==> src/rtl/pool_wb_pkg.sv <==
// Shared types for the pooling write-back descriptor generator:
// descriptor record, FSM state encoding and the descriptors-per-sub-batch helper.
package pool_wb_pkg;

    // Address field is sized for the largest supported RTM; users truncate to their AW.
    localparam int DESC_AW = 32;

    typedef struct packed {
        logic [DESC_AW-1:0] addr;
        logic               mask;
        logic               last;
    } pool_wb_desc_t;

    typedef enum logic [1:0] {
        ST_IDLE  = 2'd0,
        ST_RUN   = 2'd1,
        ST_DRAIN = 2'd2
    } pool_wb_state_e;

    function automatic int pool_wb_n1(input int p, input int r);
        return p / r;
    endfunction

endpackage

==> src/rtl/pool_wb_addr_pipe.sv <==
// Stallable address pipeline: stage 1 is the counter state owned by the caller,
// stage 2 forms the base sum, stage 3 adds the sub-batch index and drives the output.
module pool_wb_addr_pipe
    import pool_wb_pkg::*;
#(
    parameter int AW = 13,
    parameter int CW = 2
) (
    input  logic          clk,
    input  logic          rst_n,
    input  logic          flush,
    input  logic          in_valid,
    output logic          in_ready,
    input  logic [AW-1:0] in_y_addr,
    input  logic [AW-1:0] in_chan_base,
    input  logic [AW-1:0] in_fm_base,
    input  logic [CW-1:0] in_n1,
    input  logic          in_mask,
    input  logic          in_last,
    output logic          out_valid,
    input  logic          out_ready,
    output pool_wb_desc_t out_desc
);

    logic          s2_valid_reg;
    logic [AW-1:0] s2_base_reg;
    logic [CW-1:0] s2_n1_reg;
    logic          s2_mask_reg;
    logic          s2_last_reg;
    logic          s3_valid_reg;
    pool_wb_desc_t s3_desc_reg;

    logic          s3_take;
    logic [AW-1:0] s3_addr_next;

    // A stage accepts new data when it is empty or its content is leaving this cycle.
    assign s3_take      = !s3_valid_reg || out_ready;
    assign in_ready     = !s2_valid_reg || s3_take;
    // Kept at AW bits so the sum wraps modulo the RTM depth.
    assign s3_addr_next = s2_base_reg + AW'(s2_n1_reg);

    always_ff @(posedge clk or negedge rst_n) begin
        if (!rst_n) begin
            s2_valid_reg <= 1'b0;
            s2_base_reg  <= '0;
            s2_n1_reg    <= '0;
            s2_mask_reg  <= 1'b0;
            s2_last_reg  <= 1'b0;
            s3_valid_reg <= 1'b0;
            s3_desc_reg  <= '0;
        end else if (flush) begin
            s2_valid_reg <= 1'b0;
            s3_valid_reg <= 1'b0;
        end else begin
            if (in_ready) begin
                s2_valid_reg <= in_valid;
                if (in_valid) begin
                    s2_base_reg <= in_y_addr + in_chan_base + in_fm_base;
                    s2_n1_reg   <= in_n1;
                    s2_mask_reg <= in_mask;
                    s2_last_reg <= in_last;
                end
            end
            if (s3_take) begin
                s3_valid_reg <= s2_valid_reg;
                if (s2_valid_reg) begin
                    s3_desc_reg.addr <= DESC_AW'(s3_addr_next);
                    s3_desc_reg.mask <= s2_mask_reg;
                    s3_desc_reg.last <= s2_last_reg;
                end
            end
        end
    end

    assign out_valid = s3_valid_reg;
    assign out_desc  = s3_desc_reg;

endmodule

==> src/rtl/pool_wb_desc_gen.sv <==
// Write-back descriptor generator: walks the (x-round, channel-increment, sub-batch)
// loop nest of one pooling instruction and streams RTM write descriptors.
module pool_wb_desc_gen
    import pool_wb_pkg::*;
#(
    parameter int P         = 16,
    parameter int R         = 4,
    parameter int RTM_DEPTH = 8192
) (
    input  logic                         clk,
    input  logic                         rst_n,
    input  logic                         start,
    input  logic                         abort,
    input  logic [$clog2(RTM_DEPTH)-1:0] Y_addr,
    input  logic [15:0]                  INC2_minus_1,
    input  logic [15:0]                  n_X_rnd_minus_1,
    input  logic [15:0]                  ofm_height,
    input  logic [7:0]                   n_last_batch,
    output logic                         desc_valid,
    input  logic                         desc_ready,
    output logic [$clog2(RTM_DEPTH)-1:0] desc_addr,
    output logic                         desc_mask,
    output logic                         desc_last,
    output logic                         busy,
    output logic                         done
);

    localparam int N1   = pool_wb_n1(P, R);
    localparam int CW   = $clog2(N1 + 1);
    localparam int AW   = $clog2(RTM_DEPTH);
    localparam int CMPW = (CW > 8) ? CW : 8;
    localparam logic [CW-1:0] N1_LAST = CW'(N1 - 1);
    localparam logic [AW-1:0] N1_AW   = AW'(N1);

    pool_wb_state_e state_reg, state_next;
    logic           done_reg, done_next;

    logic [AW-1:0]  y_addr_reg;
    logic [AW-1:0]  ofm_height_reg;
    logic [15:0]    inc_max_reg;
    logic [15:0]    x_max_reg;
    logic [7:0]     n_last_reg;

    logic [CW-1:0]  n1_reg;
    logic [15:0]    inc_reg;
    logic [15:0]    x_reg;
    logic [AW-1:0]  chan_base_reg;
    logic [AW-1:0]  fm_base_reg;

    logic           start_ok;
    logic           s1_valid;
    logic           s1_ready;
    logic           s1_fire;
    logic           n1_wrap;
    logic           inc_wrap;
    logic           x_final;
    logic           tuple_last;
    logic           s1_mask;
    logic           out_valid;
    pool_wb_desc_t  out_desc;
    logic           hs_last;

    assign start_ok   = (state_reg == ST_IDLE) && start && !abort;
    assign s1_valid   = (state_reg == ST_RUN);
    assign s1_fire    = s1_valid && s1_ready;
    assign n1_wrap    = (n1_reg == N1_LAST);
    assign inc_wrap   = (inc_reg == inc_max_reg);
    assign x_final    = (x_reg == x_max_reg);
    assign tuple_last = n1_wrap && inc_wrap && x_final;
    assign s1_mask    = x_final && (CMPW'(n1_reg) >= CMPW'(n_last_reg));
    assign hs_last    = out_valid && desc_ready && out_desc.last;

    always_ff @(posedge clk or negedge rst_n) begin
        if (!rst_n) begin
            state_reg <= ST_IDLE;
            done_reg  <= 1'b0;
        end else begin
            state_reg <= state_next;
            done_reg  <= done_next;
        end
    end

    always_comb begin
        state_next = state_reg;
        done_next  = 1'b0;
        case (state_reg)
            ST_IDLE:  if (start_ok) state_next = ST_RUN;
            ST_RUN:   if (s1_fire && tuple_last) state_next = ST_DRAIN;
            ST_DRAIN: begin
                if (hs_last) begin
                    state_next = ST_IDLE;
                    done_next  = 1'b1;
                end
            end
            default:  state_next = ST_IDLE;
        endcase
        // Abort wins over everything, including the completion pulse.
        if (abort) begin
            state_next = ST_IDLE;
            done_next  = 1'b0;
        end
    end

    // Loop counters and running address bases; they only move when stage 1 hands off.
    always_ff @(posedge clk or negedge rst_n) begin
        if (!rst_n) begin
            y_addr_reg     <= '0;
            ofm_height_reg <= '0;
            inc_max_reg    <= '0;
            x_max_reg      <= '0;
            n_last_reg     <= '0;
            n1_reg         <= '0;
            inc_reg        <= '0;
            x_reg          <= '0;
            chan_base_reg  <= '0;
            fm_base_reg    <= '0;
        end else if (start_ok) begin
            y_addr_reg     <= Y_addr;
            ofm_height_reg <= AW'(ofm_height);
            inc_max_reg    <= INC2_minus_1;
            x_max_reg      <= n_X_rnd_minus_1;
            n_last_reg     <= n_last_batch;
            n1_reg         <= '0;
            inc_reg        <= '0;
            x_reg          <= '0;
            chan_base_reg  <= '0;
            fm_base_reg    <= '0;
        end else if (s1_fire) begin
            if (!n1_wrap) begin
                n1_reg <= n1_reg + 1'b1;
            end else begin
                n1_reg <= '0;
                if (!inc_wrap) begin
                    inc_reg       <= inc_reg + 16'd1;
                    chan_base_reg <= chan_base_reg + ofm_height_reg;
                end else begin
                    inc_reg       <= '0;
                    chan_base_reg <= '0;
                    x_reg         <= x_reg + 16'd1;
                    fm_base_reg   <= fm_base_reg + N1_AW;
                end
            end
        end
    end

    pool_wb_addr_pipe #(
        .AW (AW),
        .CW (CW)
    ) u_pipe (
        .clk          (clk),
        .rst_n        (rst_n),
        .flush        (abort),
        .in_valid     (s1_valid),
        .in_ready     (s1_ready),
        .in_y_addr    (y_addr_reg),
        .in_chan_base (chan_base_reg),
        .in_fm_base   (fm_base_reg),
        .in_n1        (n1_reg),
        .in_mask      (s1_mask),
        .in_last      (tuple_last),
        .out_valid    (out_valid),
        .out_ready    (desc_ready),
        .out_desc     (out_desc)
    );

    assign desc_valid = out_valid;
    assign desc_addr  = AW'(out_desc.addr);
    assign desc_mask  = out_desc.mask;
    assign desc_last  = out_desc.last;
    assign busy       = (state_reg != ST_IDLE);
    assign done       = done_reg;

endmodule

==> config.mk <==
export PLATFORM = sky130hd
export DESIGN_NAME = pool_wb_desc_gen
export DESIGN_NICKNAME = d
export VERILOG_FILES = /design/src/rtl/pool_wb_pkg.sv /design/src/rtl/pool_wb_addr_pipe.sv /design/src/rtl/pool_wb_desc_gen.sv
export SDC_FILE = /design/constraint.sdc
export NUM_CORES = 1
export LEC_CHECK = 0
export CAP_MARGIN = 40
export CORE_UTILIZATION = 61
export DETAILED_ROUTE_END_ITERATION = 6
export GPL_TIMING_DRIVEN = 0
export PLACE_DENSITY = 0.85
export SLEW_MARGIN = 20
export SYNTH_ARGS = -nofsm -noshare
export SYNTH_HDL_FRONTEND = slang
export SYNTH_SLANG_ARGS = --single-unit
==> constraint.sdc <==
create_clock -name clk -period 3.9 [get_ports clk]
set_input_delay 0.39 -clock clk [delete_from_list [all_inputs] [get_ports clk]]
set_output_delay 0.39 -clock clk [all_outputs]
set_load 0.02 [all_outputs]
==> results of run 1 <==
## cells in the mapped netlist (all sizes together) (12+ instances only)
master,number,area [um^2]
xor2,64,561
clkbuf,21,78.8
nand4,21,138
inv,18,67.6
nand3,17,85.1
dfrtp,163,4080
nand2,258,968
a21oi,21,116
nor2,64,240
fa,13,260
buf,14,72.6
xnor2,35,307
ha,35,438
o21ai,55,275
and3,12,75.1
## per-layer routing
layer  wire length [um]  part of all wire, %  global-route usage (%)
met1               8310                   44                    36.9
met2               9070                   49                    46.4
met3                778                  4.2                    4.75
met4                536                  2.9                    13.3
met5                  0                    0                       0
## layout by cell type (no fill, tap or decap), types with 3 or more instances in the layout
| cell type | count |
|---|---|
| sky130_fd_sc_hd__a2111oi_0 | 3 |
| sky130_fd_sc_hd__a21o_1 | 7 |
| sky130_fd_sc_hd__a21oi_1 | 20 |
| sky130_fd_sc_hd__a22o_1 | 6 |
| sky130_fd_sc_hd__a31oi_1 | 4 |
| sky130_fd_sc_hd__and2_1 | 6 |
| sky130_fd_sc_hd__and3_1 | 12 |
| sky130_fd_sc_hd__buf_1 | 8 |
| sky130_fd_sc_hd__buf_2 | 4 |
| sky130_fd_sc_hd__bufinv_16 | 3 |
| sky130_fd_sc_hd__clkbuf_1 | 22 |
| sky130_fd_sc_hd__clkbuf_16 | 17 |
| sky130_fd_sc_hd__clkbuf_8 | 3 |
| sky130_fd_sc_hd__clkdlybuf4s50_1 | 87 |
| sky130_fd_sc_hd__clkinv_2 | 7 |
| sky130_fd_sc_hd__dfrtp_1 | 163 |
| sky130_fd_sc_hd__fa_1 | 13 |
| sky130_fd_sc_hd__ha_1 | 35 |
| sky130_fd_sc_hd__inv_1 | 18 |
| sky130_fd_sc_hd__mux2_2 | 6 |
| sky130_fd_sc_hd__nand2_1 | 258 |
| sky130_fd_sc_hd__nand2b_1 | 4 |
| sky130_fd_sc_hd__nand3_1 | 17 |
| sky130_fd_sc_hd__nand4_1 | 20 |
| sky130_fd_sc_hd__nor2_1 | 64 |
| sky130_fd_sc_hd__nor2b_1 | 5 |
| sky130_fd_sc_hd__nor3_1 | 9 |
| sky130_fd_sc_hd__nor4_1 | 4 |
| sky130_fd_sc_hd__nor4_2 | 5 |
| sky130_fd_sc_hd__o21a_1 | 4 |
| sky130_fd_sc_hd__o21ai_0 | 55 |
| sky130_fd_sc_hd__o21bai_1 | 3 |
| sky130_fd_sc_hd__or2_2 | 3 |
| sky130_fd_sc_hd__xnor2_1 | 35 |
| sky130_fd_sc_hd__xor2_1 | 64 |
## area by class of cell
cell class / instances / area [um^2]
sequential: 163 / 4080
timing repair buffer: 91 / 951
inverter: 18 / 67.6
tap: 176 / 220
buffer: 35 / 151
clock inverter: 11 / 133
fill: 915 / 3150
clock buffer: 21 / 470
multi-input combinational: 684 / 4180
## power breakdown
group | internal, mW | switching [mW] | leakage, nW
Sequential | 1.94 | 0.213 | 2.13
Clock | 1.05 | 0.657 | 0.302
Combinational | 0.514 | 0.576 | 2.52
## repair_timing
action                    CTS  global route
buffers inserted            0             0
hold endpoints to repair   53             0
hold buffers                1             0
## worst max path at each step
stage / start / end / slack (ns) / depth (start not counted)
2_1_floorplan: chan_base_reg[2]$_DFFE_PN0P_ / u_pipe.s2_base_reg[10]$_DFFE_PN0P_ / 1.28 / 9
3_3_place_gp: rst_n / inc_max_reg[5]$_DFFE_PN0P_ / -4.00 / 1
3_5_place_dp: chan_base_reg[2]$_DFFE_PN0P_ / u_pipe.s2_base_reg[10]$_DFFE_PN0P_ / 0.76 / 9
4_1_cts: chan_base_reg[2]$_DFFE_PN0P_ / u_pipe.s2_base_reg[10]$_DFFE_PN0P_ / 0.74 / 9
5_1_grt: chan_base_reg[2]$_DFFE_PN0P_ / u_pipe.s2_base_reg[10]$_DFFE_PN0P_ / 0.49 / 9
6_report: chan_base_reg[2]$_DFFE_PN0P_ / u_pipe.s2_base_reg[10]$_DFFE_PN0P_ / 0.71 / 9
## kinds of logic (layout without fill, tap and decap cells)
logic type / Yosys count / count (layout) / synth area share [%]
AND/OR/NAND/NOR: 419 / 419 / 22.0
flip-flops: 163 / 163 / 48.1
AO/OA/AOI/OAI: 112 / 112 / 8.05
XOR/XNOR: 99 / 99 / 10.2
buffers and inverters: 53 / 176 / 2.58
adder cells (fa/ha/maj): 48 / 48 / 8.24
multiplexers: 6 / 6 / 0.797
==> impl_metrics.env, run 1 <==
export IMPL_slew_headroom_pct=46.9
export IMPL_top_level_ports=92
export IMPL_synth_ff_type="sky130_fd_sc_hd__dfrtp_1"
export IMPL_synth_enable_flop_cells=0
export IMPL_max_cap_check_violation_count=0
export IMPL_dp_cells=1166
export IMPL_synthesized_netlist_net_count=1022
export IMPL_path_delay_family="compound AO/OA/AOI/OAI gates"
export IMPL_kind_of_end_point_of_the_critical_path="flip-flop"
export IMPL_clkSinkCount=163
export IMPL_placed_instance_area_um2=9630
export IMPL_timing_critical_path_buf_inv=0
export IMPL_clockRootBuffer="sky130_fd_sc_hd__clkbuf_16"
export IMPL_post_drt_via_cell_ratio=5.54
export IMPL_clock_skew_ns=0.00680
export IMPL_final_setup_viol_count=0
export IMPL_worstSkewPairLatency_ns=0.43
export IMPL_die_x_um=120
export IMPL_crit_arrival_ns=3.49
export IMPL_finalWirelength_um=18700
export IMPL_post_synth_instance_area_um2=8470
export IMPL_postSynthRegisterBits=163
export IMPL_maxClockFrequency_mhz=313
export IMPL_floorplan_initialDensity_pct=63.2
export IMPL_yosys_warnings=0
export IMPL_ff2ff_setup_slack_ns=0.71
export IMPL_globalRouteOverflowTotal=0
export IMPL_layout_cell_area_non_filler_um2=10200
export IMPL_worst_slack_ns=0.708
export IMPL_clk_transition_reported_paths_ns=0.06
export IMPL_antenna_diodes=0
export IMPL_max_vdd_ir_drop_mv=0.347
export IMPL_slowest_delay_ns=0.72
export IMPL_final_core_density_pct=76.5
export IMPL_synthArstFlopShare_pct=100
export IMPL_num_vias=6638
export IMPL_hold_viol_final=0
export IMPL_worst_path_max_delay_cell="sky130_fd_sc_hd__a2111oi_0"
export IMPL_die_h_um=120
export IMPL_avgSynthCellArea_um2=9.41
export IMPL_setup_worst_path_start_class="flip-flop"
export IMPL_grt_antenna_before_repair=0
export IMPL_rsz0062_at_grt="no"
export IMPL_post_synth_num_cell_types=49
export IMPL_status="completed"
export IMPL_drt_iter0_markers=453
export IMPL_port_buffer_count=88
export IMPL_fin_tns_setup_ns=0
export IMPL_synthesized_instance_count=900
export IMPL_dr_pass1_iters=7
export IMPL_via_count_of_the_first_global_routing_pass=6553
export IMPL_pre_cts_slack_ns=0.760
export IMPL_ant_nets=0
export IMPL_areaGrowthSynthToFinish_pct=20.9
export IMPL_clock_tree_htree_level_count=4
export IMPL_place_congestion=0.887
export IMPL_post_route_period_util_pct=81.8
export IMPL_crit_chain="fa_1, ha_1, a21o_1, a21o_1, a2111oi_0, o21ai_0, nand2_1, xor2_1, o21ai_0"
export IMPL_largest_net_degree_at_the_start_of_global_routing=59
export IMPL_num_rows=42
export IMPL_fin_worst_hold_slack_ns=0.454
export IMPL_reg2reg_to="u_pipe.s2_base_reg[10]$_DFFE_PN0P_"
export IMPL_worst_pin_slew_ns=0.797
export IMPL_leakage_power_of_the_design_nw=4.95
export IMPL_finish_cell_count_without_fillers=1199
export IMPL_cts_made_buffers=17
export IMPL_groute_usage_overall_pct=28.3
export IMPL_drive_gt1_share_pct=5.87
export IMPL_synth_yosys_seq_area_share_pct=48.1
export IMPL_hpwlAfterDp_um=13300
export IMPL_max_clock_path_buffers=2
export IMPL_minimum_period_implied_by_the_final_worst_setup_slack_ns=3.19
export IMPL_path_class="reg -> reg"
export IMPL_drv_slew=0
export IMPL_fp_dieArea_um2=14400
export IMPL_drt_wirelength_per_cell_um=15.6
export IMPL_worst_path_fanout_max=3
export IMPL_p_total_mw=4.95
export IMPL_regToRegStartpoint="chan_base_reg[2]$_DFFE_PN0P_"
export IMPL_design_final_nets=1132
export IMPL_core_region_um2=13400
export IMPL_cp_required_ns=4.20
export IMPL_power_density_cell_area_nw_per_um2=483
export IMPL_worstRegToRegCells=9
export IMPL_hold_class="in -> async"
export IMPL_cts_tree="done"
export IMPL_cts_resized_gates=0
export IMPL_grt_first_pass_wirelength_um=31300
export IMPL_drc_errors=0
(Power assumes the default switching activity.)
==> run 2, diff against run 1 <==
Settings changed: CORE_UTILIZATION 61 to 57, PLACE_DENSITY 0.85 to 0.8.
Clock period 3.9 ns to 3.25 ns, I/O delays scaled along.
==> run 2 against run 1 <==
Against the previous run:
- clock-buffer cell count grew 1
- largest power group unchanged
- maximum frequency grew 11%
- global-route usage shrank 2.5 points
- worst hold slack lost 0.036 ns
- largest cell class unchanged
- critical endpoint unchanged
==> impl_metrics.env, run 2 (synthesis results as in run 1) <==
export IMPL_status="completed"
export IMPL_fp_dieArea_um2=15400
export IMPL_groute_usage_overall_pct=25.9
export IMPL_dp_cells=1173
export IMPL_mostFrequentLayoutCell="sky130_fd_sc_hd__nand2_1"
export IMPL_design_final_nets=1131
export IMPL_regToRegStartpoint="chan_base_reg[2]$_DFFE_PN0P_"
export IMPL_layout_common_cells="sky130_fd_sc_hd__nand2_1 (258), sky130_fd_sc_hd__dfrtp_1 (163), sky130_fd_sc_hd__clkdlybuf4s50_1 (87), sky130_fd_sc_hd__nor2_1 (64), sky130_fd_sc_hd__xor2_1 (64)"
export IMPL_finalWirelength_um=18000
export IMPL_leakage_power_of_the_design_nw=4.91
export IMPL_cts_resized_gates=0
export IMPL_clock_tree_htree_level_count=4
export IMPL_clockRootBuffer="sky130_fd_sc_hd__clkbuf_16"
export IMPL_areaGrowthSynthToFinish_pct=20.3
export IMPL_drive_gt1_share_pct=5.48
export IMPL_worstSkewPairLatency_ns=0.43
export IMPL_grt_first_pass_wirelength_um=30100
export IMPL_power_density_cell_area_nw_per_um2=571
export IMPL_worstRegToRegCells=9
export IMPL_ff_latch_area_um2=4080
export IMPL_globalRouteOverflowTotal=0
export IMPL_post_drt_via_cell_ratio=5.36
export IMPL_max_clock_path_buffers=2
export IMPL_cts_tree="done"
export IMPL_reg2reg_to="u_pipe.s2_base_reg[10]$_DFFE_PN0P_"
export IMPL_crit_arrival_ns=3.16
export IMPL_setup_worst_path_start_class="flip-flop"
export IMPL_hold_class="in -> reg"
export IMPL_fill_cells=1118
export IMPL_drt_iter0_markers=416
export IMPL_drt_wirelength_per_cell_um=14.9
export IMPL_fin_tns_setup_ns=0
export IMPL_via_count_of_the_first_global_routing_pass=6292
export IMPL_top_level_ports=92
export IMPL_ant_nets=0
export IMPL_final_setup_viol_count=0
export IMPL_hold_path_cell_count=3
export IMPL_layout_cell_area_non_filler_um2=10200
export IMPL_die_x_um=124
export IMPL_antenna_diodes=0
export IMPL_max_cap_check_violation_count=0
export IMPL_worst_pin_slew_ns=0.797
export IMPL_rsz0062_at_grt="no"
export IMPL_floorplan_initialDensity_pct=58.3
export IMPL_p_total_mw=5.82
export IMPL_maxClockFrequency_mhz=348
export IMPL_drv_slew=0
export IMPL_place_congestion=0.878
export IMPL_multi_input_comb_area_um2=4180
export IMPL_placed_instance_area_um2=9620
export IMPL_minimum_period_implied_by_the_final_worst_setup_slack_ns=2.87
export IMPL_num_rows=44
export IMPL_cts_made_buffers=17
export IMPL_post_cts_buffers=0
export IMPL_hpwlAfterDp_um=12900
export IMPL_num_vias=6464
export IMPL_largest_net_degree_at_the_start_of_global_routing=88
export IMPL_hold_viol_final=0
export IMPL_die_h_um=124
export IMPL_slew_headroom_pct=46.9
export IMPL_ctsHoldBuffers=1
export IMPL_post_route_period_util_pct=88.4
export IMPL_ff2ff_setup_slack_ns=0.38
export IMPL_finish_cell_count_without_fillers=1205
export IMPL_path_class="reg -> reg"
export IMPL_drc_errors=0
export IMPL_core_region_um2=14500
export IMPL_grt_antenna_before_repair=0
export IMPL_cp_required_ns=3.54
export IMPL_hold_path_startpoint="INC2_minus_1[9]"
export IMPL_port_buffer_count=88
export IMPL_kind_of_end_point_of_the_critical_path="flip-flop"
export IMPL_clock_skew_ns=0.00891
export IMPL_timing_hold_worst_endpoint="inc_max_reg[9]$_DFFE_PN0P_"
export IMPL_clkSinkCount=163
export IMPL_clk_transition_reported_paths_ns=0.06
export IMPL_dr_pass1_iters=4
export IMPL_worst_path_fanout_max=3
export IMPL_fin_worst_hold_slack_ns=0.418
export IMPL_max_vdd_ir_drop_mv=0.396
run 2: cell count changes in the layout (fill, tap and decap cells not counted), sizes merged:
cell	before	now
clkinv	7	4
clkinvlp	1	3
buf	17	16
bufinv	3	2
clkbuf	42	43
run 2: layer usage:
layer	global-route usage (%)	up-vias	share of wire [%]	routed length (um)
met1	34.3	3099	46	8250
li1	-	3211	-	-
met4	8.56	0	1.3	242
met3	4.49	19	3.6	646
met5	0	-	0	0
met2	43.2	135	49	8840
run 2: how the worst max path moves through the flow:
stage / from / endpoint / slack [ns] / cells past startpoint
after floorplan: chan_base_reg[2]$_DFFE_PN0P_ / u_pipe.s2_base_reg[10]$_DFFE_PN0P_ / 0.63 / 9
after global placement: rst_n / inc_max_reg[2]$_DFFE_PN0P_ / -4.63 / 1
after detailed placement: chan_base_reg[2]$_DFFE_PN0P_ / u_pipe.s2_base_reg[10]$_DFFE_PN0P_ / 0.35 / 9
after CTS: chan_base_reg[2]$_DFFE_PN0P_ / u_pipe.s2_base_reg[10]$_DFFE_PN0P_ / 0.35 / 9
after global routing: chan_base_reg[2]$_DFFE_PN0P_ / u_pipe.s2_base_reg[10]$_DFFE_PN0P_ / 0.03 / 9
final: chan_base_reg[2]$_DFFE_PN0P_ / u_pipe.s2_base_reg[10]$_DFFE_PN0P_ / 0.38 / 9
run 2: cell type report:
cell class | count | area share [%]
timing repair buffer | 90 | 9.06
clock inverter | 9 | 1.04
sequential | 163 | 40.0
clock buffer | 22 | 4.55
inverter | 18 | 0.663
buffer | 35 | 1.48
multi-input combinational | 684 | 40.9
tap | 184 | 2.26
run 2: per-stage QoR:
stage | setup slack [ns] | util, %
3_3_place_gp | -4.63 | 65.9
3_5_place_dp | 0.347 | 66.2
6_report | 0.377 | 70.2
4_1_cts | 0.353 | 70.2
2_1_floorplan | 0.633 | -
5_1_grt | 0.0283 | 70.2
run 2: worst max-delay path: stages, from the launching register on:
cell	delay, ns
sky130_fd_sc_hd__dfrtp_1	0.45
sky130_fd_sc_hd__fa_1	0.55
sky130_fd_sc_hd__ha_1	0.31
sky130_fd_sc_hd__a21o_1	0.15
sky130_fd_sc_hd__a21o_1	0.20
sky130_fd_sc_hd__a2111oi_0	0.53
sky130_fd_sc_hd__o21ai_0	0.18
sky130_fd_sc_hd__nand2_1	0.14
sky130_fd_sc_hd__xor2_1	0.14
sky130_fd_sc_hd__o21ai_0	0.09
run 2: power by group:
group	internal (mW)	total (mW)	switching (mW)
registers	2.33	2.59	0.258
logic	0.608	1.28	0.672
clock network	1.16	1.95	0.786
